<file path="src/rtl/counter_pkg.sv">
// counter_pkg: shared types and helpers for the saturating/wrapping counter
// family (single counter_sat today, multi-channel counter bank later).
//   cnt_mode_e : counter overflow policy, encoded to match the sat_mode pin
//   safe_clog2 : ceil(log2(v)) that never returns 0, so it can size a vector
package counter_pkg;

    typedef enum logic {
        CNT_WRAP = 1'b0,
        CNT_SAT  = 1'b1
    } cnt_mode_e;

    // Width needed to index v distinct values; clamps to 1 so a degenerate
    // single-value range still yields a legal vector width.
    function automatic int safe_clog2(input int v);
        return (v <= 2) ? 1 : $clog2(v);
    endfunction

endpackage

</file>
<file path="src/rtl/counter_sat_next.sv">
// counter_sat_next: purely combinational next-count calculation.
// Applies an optional increment and decrement to a base count and folds the
// result back into [0, MAX_VALUE] by either wrapping or saturating.
// Ports:
//   base        in  WIDTH       current (or reinit) count, already <= MAX_VALUE
//   incr_valid  in  1           qualifies incr
//   incr        in  INCR_WIDTH  unsigned increment
//   decr_valid  in  1           qualifies decr
//   decr        in  DECR_WIDTH  unsigned decrement
//   mode        in  cnt_mode_e  CNT_WRAP or CNT_SAT
//   value_next  out WIDTH       folded result
//   ovf         out 1           raw sum exceeded MAX_VALUE
//   udf         out 1           raw sum went below zero
module counter_sat_next
    import counter_pkg::*;
#(
    parameter int WIDTH      = 8,
    parameter int INCR_WIDTH = 2,
    parameter int DECR_WIDTH = 2,
    parameter int MAX_VALUE  = 2**WIDTH - 1
) (
    input  logic [WIDTH-1:0]      base,
    input  logic                  incr_valid,
    input  logic [INCR_WIDTH-1:0] incr,
    input  logic                  decr_valid,
    input  logic [DECR_WIDTH-1:0] decr,
    input  cnt_mode_e             mode,
    output logic [WIDTH-1:0]      value_next,
    output logic                  ovf,
    output logic                  udf
);

    // Two guard bits: one for carry above 2**WIDTH-1, one for sign.
    localparam int SW = WIDTH + 2;
    localparam logic signed [SW-1:0] MAX_S = SW'(MAX_VALUE);
    localparam logic signed [SW-1:0] MOD_S = SW'(MAX_VALUE + 1);

    if (MAX_VALUE > 2**WIDTH - 1) begin : g_bad_max
        $error("counter_sat_next: MAX_VALUE does not fit in WIDTH bits");
    end
    if (2**INCR_WIDTH - 1 > MAX_VALUE + 1) begin : g_bad_incr
        $error("counter_sat_next: INCR_WIDTH allows a step larger than the modulus");
    end
    if (2**DECR_WIDTH - 1 > MAX_VALUE + 1) begin : g_bad_decr
        $error("counter_sat_next: DECR_WIDTH allows a step larger than the modulus");
    end

    // Bring an out-of-range raw sum back into [0, MAX_VALUE]. Because a single
    // step never exceeds the modulus, one add/subtract of MOD_S is enough.
    function automatic logic signed [SW-1:0] fold(
        input logic signed [SW-1:0] raw,
        input cnt_mode_e            md
    );
        if (raw[SW-1]) begin
            return (md == CNT_SAT) ? '0 : raw + MOD_S;
        end else if (raw > MAX_S) begin
            return (md == CNT_SAT) ? MAX_S : raw - MOD_S;
        end
        return raw;
    endfunction

    logic signed [SW-1:0] inc_s;
    logic signed [SW-1:0] dec_s;
    logic signed [SW-1:0] raw_s;

    always_comb begin
        inc_s = '0;
        dec_s = '0;
        if (incr_valid) inc_s = SW'(incr);
        if (decr_valid) dec_s = SW'(decr);
        raw_s      = $signed({2'b00, base}) + inc_s - dec_s;
        ovf        = raw_s > MAX_S;
        udf        = raw_s[SW-1];
        value_next = WIDTH'(fold(raw_s, mode));
    end

endmodule

</file>
<file path="src/rtl/counter_sat.sv">
// counter_sat: parametrised up/down counter with wrap or saturate policy.
// Holds the count register, single-cycle overflow/underflow pulses, sticky
// event flags and a registered threshold compare. Next-count arithmetic lives
// in counter_sat_next so a multi-channel bank can share it.
// Ports:
//   clk, rst_n      clock; synchronous active-low reset (loads initial_value)
//   reinit          use initial_value instead of value as the base this cycle
//   initial_value   reset/reinit load value, clamped to MAX_VALUE
//   incr_valid/incr optional unsigned increment
//   decr_valid/decr optional unsigned decrement
//   sat_mode        1 = saturate at 0/MAX_VALUE, 0 = wrap modulo MAX_VALUE+1
//   clear_flags     clears sticky flags (a same-cycle event still wins)
//   threshold       compare level for ge_thresh
//   value           registered count
//   value_next      combinational look-ahead of the next count
//   ovf_pulse/udf_pulse    one cycle high after an overflow/underflow update
//   ovf_sticky/udf_sticky  latched events, held until clear_flags
//   at_zero/at_max         decodes of value
//   ge_thresh       registered value_next >= threshold, aligned with value
module counter_sat
    import counter_pkg::*;
#(
    parameter int WIDTH      = 8,
    parameter int INCR_WIDTH = 2,
    parameter int DECR_WIDTH = 2,
    parameter int MAX_VALUE  = 2**WIDTH - 1
) (
    input  logic                  clk,
    input  logic                  rst_n,
    input  logic                  reinit,
    input  logic [WIDTH-1:0]      initial_value,
    input  logic                  incr_valid,
    input  logic [INCR_WIDTH-1:0] incr,
    input  logic                  decr_valid,
    input  logic [DECR_WIDTH-1:0] decr,
    input  logic                  sat_mode,
    input  logic                  clear_flags,
    input  logic [WIDTH-1:0]      threshold,
    output logic [WIDTH-1:0]      value,
    output logic [WIDTH-1:0]      value_next,
    output logic                  ovf_pulse,
    output logic                  udf_pulse,
    output logic                  ovf_sticky,
    output logic                  udf_sticky,
    output logic                  at_zero,
    output logic                  at_max,
    output logic                  ge_thresh
);

    localparam logic [WIDTH-1:0] MAX_W = WIDTH'(MAX_VALUE);

    logic [WIDTH-1:0] init_clamped;
    logic [WIDTH-1:0] base;
    logic             ovf;
    logic             udf;

    // The load value is clamped so the register can never hold an illegal
    // count; the load itself therefore never looks like an overflow.
    assign init_clamped = (initial_value > MAX_W) ? MAX_W : initial_value;
    assign base         = reinit ? init_clamped : value;

    counter_sat_next #(
        .WIDTH      (WIDTH),
        .INCR_WIDTH (INCR_WIDTH),
        .DECR_WIDTH (DECR_WIDTH),
        .MAX_VALUE  (MAX_VALUE)
    ) u_next (
        .base       (base),
        .incr_valid (incr_valid),
        .incr       (incr),
        .decr_valid (decr_valid),
        .decr       (decr),
        .mode       (cnt_mode_e'(sat_mode)),
        .value_next (value_next),
        .ovf        (ovf),
        .udf        (udf)
    );

    // Register stage: count, event pulses, sticky flags and threshold compare.
    always_ff @(posedge clk) begin
        if (!rst_n) begin
            value      <= init_clamped;
            ovf_pulse  <= 1'b0;
            udf_pulse  <= 1'b0;
            ovf_sticky <= 1'b0;
            udf_sticky <= 1'b0;
            ge_thresh  <= init_clamped >= threshold;
        end else begin
            value      <= value_next;
            ovf_pulse  <= ovf;
            udf_pulse  <= udf;
            // A new event in the same cycle as clear_flags keeps the flag set.
            ovf_sticky <= (ovf_sticky & ~clear_flags) | ovf;
            udf_sticky <= (udf_sticky & ~clear_flags) | udf;
            ge_thresh  <= value_next >= threshold;
        end
    end

    assign at_zero = (value == '0);
    assign at_max  = (value == MAX_W);

endmodule

</file>
<file path="config.mk">
export PLATFORM = sky130hd
export DESIGN_NAME = counter_sat
export DESIGN_NICKNAME = d
export VERILOG_FILES = /design/src/rtl/counter_pkg.sv /design/src/rtl/counter_sat_next.sv /design/src/rtl/counter_sat.sv
export SDC_FILE = /design/constraint.sdc
export NUM_CORES = 1
export LEC_CHECK = 0
export CORE_MARGIN = 5
export CORE_UTILIZATION = 40
export CTS_BUF_LIST = sky130_fd_sc_hd__clkbuf_16
export CTS_CLUSTER_SIZE = 10
export DETAILED_ROUTE_END_ITERATION = 7
export GPL_TIMING_DRIVEN = 0
export PLACE_DENSITY = 0.69
export SLEW_MARGIN = 5
export SYNTH_ARGS = -nofsm -noshare
export SYNTH_HDL_FRONTEND = slang
export SYNTH_HIERARCHICAL = 1
export SYNTH_SLANG_ARGS = --single-unit
</file>
<file path="constraint.sdc">
create_clock -name clk -period 8.9 [get_ports clk]
set_input_delay 1.78 -clock clk [delete_from_list [all_inputs] [get_ports clk]]
set_output_delay 1.78 -clock clk [all_outputs]
set_load 0.005 [all_outputs]
</file>
==> impl_results.md <==
- Clock sink count: 13
- Cts hold-fix bufs: 0
- Gpl congestion: 0.8132
- Clock latency on the worst-skew pair: 0.24 ns
- Crit-path max FO: 8
- PwrDens: 328.4 nW/um2
- Seq/Total Area, Yosys: 18.18%
- Area grow syn2layout: 42.39%
- Die Y: 69.82 um
- Synthesis Warnings: 6
- Max Freq: 0.1402 GHz
- Hold Path Class: reg -> reg
- Placement Cell Area: 1959 um2
- DRT Pass-1 Iters: 4
- Worst Path Required: 7.12 ns
- Met1 Wirelength: 1697 um
- Design area: 2038 um2
- DR top layer: met4
- Detailed-route vias per instance: 5.162
- WL met2: 1753 um
- H-tree depth: 1
- IO buf count: 47
- Crit path from: initial_value[1]
- Largest net degree at the start of global routing: 11
- Synthesized flop and latch total: 13
- Worst slew pin tran: 0.4501 ns
- CTS tree: yes
- Worst Min Path Start: udf_sticky
- Fillers: 302
- Clk Tree Root Cell: clkbuf_16
- Post-Synthesis Cell Area: 1431 um2
- Routed wire per std cell: 14.32 um
- Layout cells sized above 1: 10.80%
- Worst Reg2Reg Path Length in Cells: 14
- Fin. Hold Viols: 0
- Post-Syn Instances: 162
- CP Class: in -> out
- TNS Setup: 0 ns
- Pins Over Slew Limit: 0
- Num CTS Buffers: 3
- P_leak: 0.0009319 uW
- Fin crit share: 80.15%
- Die width: 69.82 um
- HPWL Detailed: 3247 um
- CTS Buffer Depth: 2
- Full die area: 4875 um2
- Post-Syn Nets: 217
- Total core area: 3390 um2
- Clock skew: 0.0009038 ns
- Hold WS: 0.5807 ns
- Max cap viols: 0
- Drt total wl: 3710 um
- Status: finished clean
- # resized after CTS: 0
- Most frequent cells in the layout: 47 x clkdlybuf4s50_1, 26 x ha_1, 24 x inv_1
- Nets: 269
- First-pass GRT wire length: 6348 um
- DRT antenna net count: 0
- Min cycle time layout: 7.133 ns
- # rows: 21
- Gr usage total: 15.70%
- Vias: 1337
- Netlist cell types: 34
- Syn_area_per_cell: 8.836 um2
- Critical path launch point type: primary input
- Met3 WL: 223 um
- Iteration-0 DRC count of the detailed router: 19
- RSZ-0062 raised after global routing: false
- Vias in the first global route: 1461
- Grt ovf: 0
- Initial antenna violation count: 0
- I/O pin count: 50
- Maximum VDD drop: 0.1690 mV
- Worst setup EP type: primary output
- Initial Utilization: 42.23%
- Clk slew on worst S/H paths: 0.05 ns
- DR DRC count: 0
- Setup Buffers After CTS: 0
- # diodes: 0
- Final design utilization: 60.13%
- Worst R2R Start: value[1]
- Max_slew headroom: 69.40%
- Final setup fails: 0
- Hold depth: 2
- Final Power: 669.3 uW
- Crit path arrival time: 5.35 ns
- Commonest non-fill, non-tap cell in the layout: clkdlybuf4s50_1
-- layout make-up --
cell class | instances | area, um2 | share of cell area (%)
Timing Repair Buffer | 47 | 470.5 | 23.08
Clock buffer | 3 | 75.07 | 3.683
Inverter | 23 | 86.33 | 4.236
Clock inverter | 1 | 3.754 | 0.1842
Buffer | 3 | 17.52 | 0.8594
Tap cell | 46 | 57.56 | 2.824
Multi-Input combinational cell | 123 | 1067 | 52.36
Sequential cell | 13 | 260.3 | 12.77
-- worst max-delay path: stages --
cell and delay [ns]:
clkdlybuf4s50_1 0.52, mux2_2 0.16, inv_1 0.05, fa_1 0.59, inv_1 0.06, ha_1 0.31, a211oi_1 0.29, o211ai_1 0.18
a21boi_0 0.42, nand2_1 0.29, o21a_1 0.23, clkdlybuf4s50_1 0.46
-- registers in the layout, indices dropped and copies added, names as in the netlist --
signal,flops
value,8
ge_thresh,1
ovf_pulse,1
ovf_sticky,1
udf_pulse,1
udf_sticky,1
-- per-stage QoR --
stage | instances | setup slack, ns
final | 259 | 1.767
after global routing | 259 | 1.477
after CTS | 259 | 1.753
after detailed placement | 255 | 1.752
after global placement | 255 | 1.812
after floorplan | 162 | 2.854
-- layer usage --
metal | track usage [%] | up-vias
met5 | 0 | -
met4 | 3.191 | 0
met3 | 4.638 | 5
met2 | 28.02 | 47
met1 | 18.43 | 606
li1 | - | 679
-- cell usage after synthesis (all sizes together) --
cell     instances  area [um2]
o21ai            5       25.02
a211oi           2       15.01
dfxtp           13       260.3
o21a            11       82.58
inv             23       86.33
a211o            2       17.52
and2             4       25.02
and3             2       12.51
xor2             1       8.760
nor2b            4       25.02
mux2i            1       13.76
nand2            7       26.28
a2bb2oi          1       8.760
a31oi            1       21.27
nor3             1       5.000
fa               2       40.04
mux2            15       168.9
clkbuf           1       5.000
a21boi           1       7.510
or4              2       15.01
o221ai           2       17.52
o211ai           4       30.03
buf              2       12.51
a221o            1       10.01
xnor2            4       35.03
nor2             8       30.03
o31a             1       8.760
a21o             4       30.03
a22oi            1       7.510
a21oi            6       30.03
ha              26       325.3
nand4            2       12.51
nand2b           2       12.51
-- path summary, 6_finish.rpt --
| check | end | slack (ns) |
|---|---|---|
| max | value_next[4] | 1.77 |
| min | udf_sticky | 0.58 |
| max reg2reg | ge_thresh | 4.95 |
| min reg2reg | udf_sticky | 0.58 |
-- power by group --
group	switching (uW)	internal, uW
Clock	24.8	59.3
Combinational	213	265
Sequential	21.6	84.8
Total	260	409
-- logic make-up after synthesis --
| group | count (synthesis) | synth area share [%] |
|---|---|---|
| AOI/OAI and AO/OA | 42 | 21.77 |
| adders and majority gates | 28 | 25.52 |
| and+or+nand+nor | 32 | 11.45 |
| xor gates and xnor gates | 5 | 3.059 |
| DFF | 13 | 18.18 |
| muxes | 16 | 12.76 |
| buffers and inverters | 26 | 7.255 |
No activity file was read; power rests on OpenSTA's default activity.
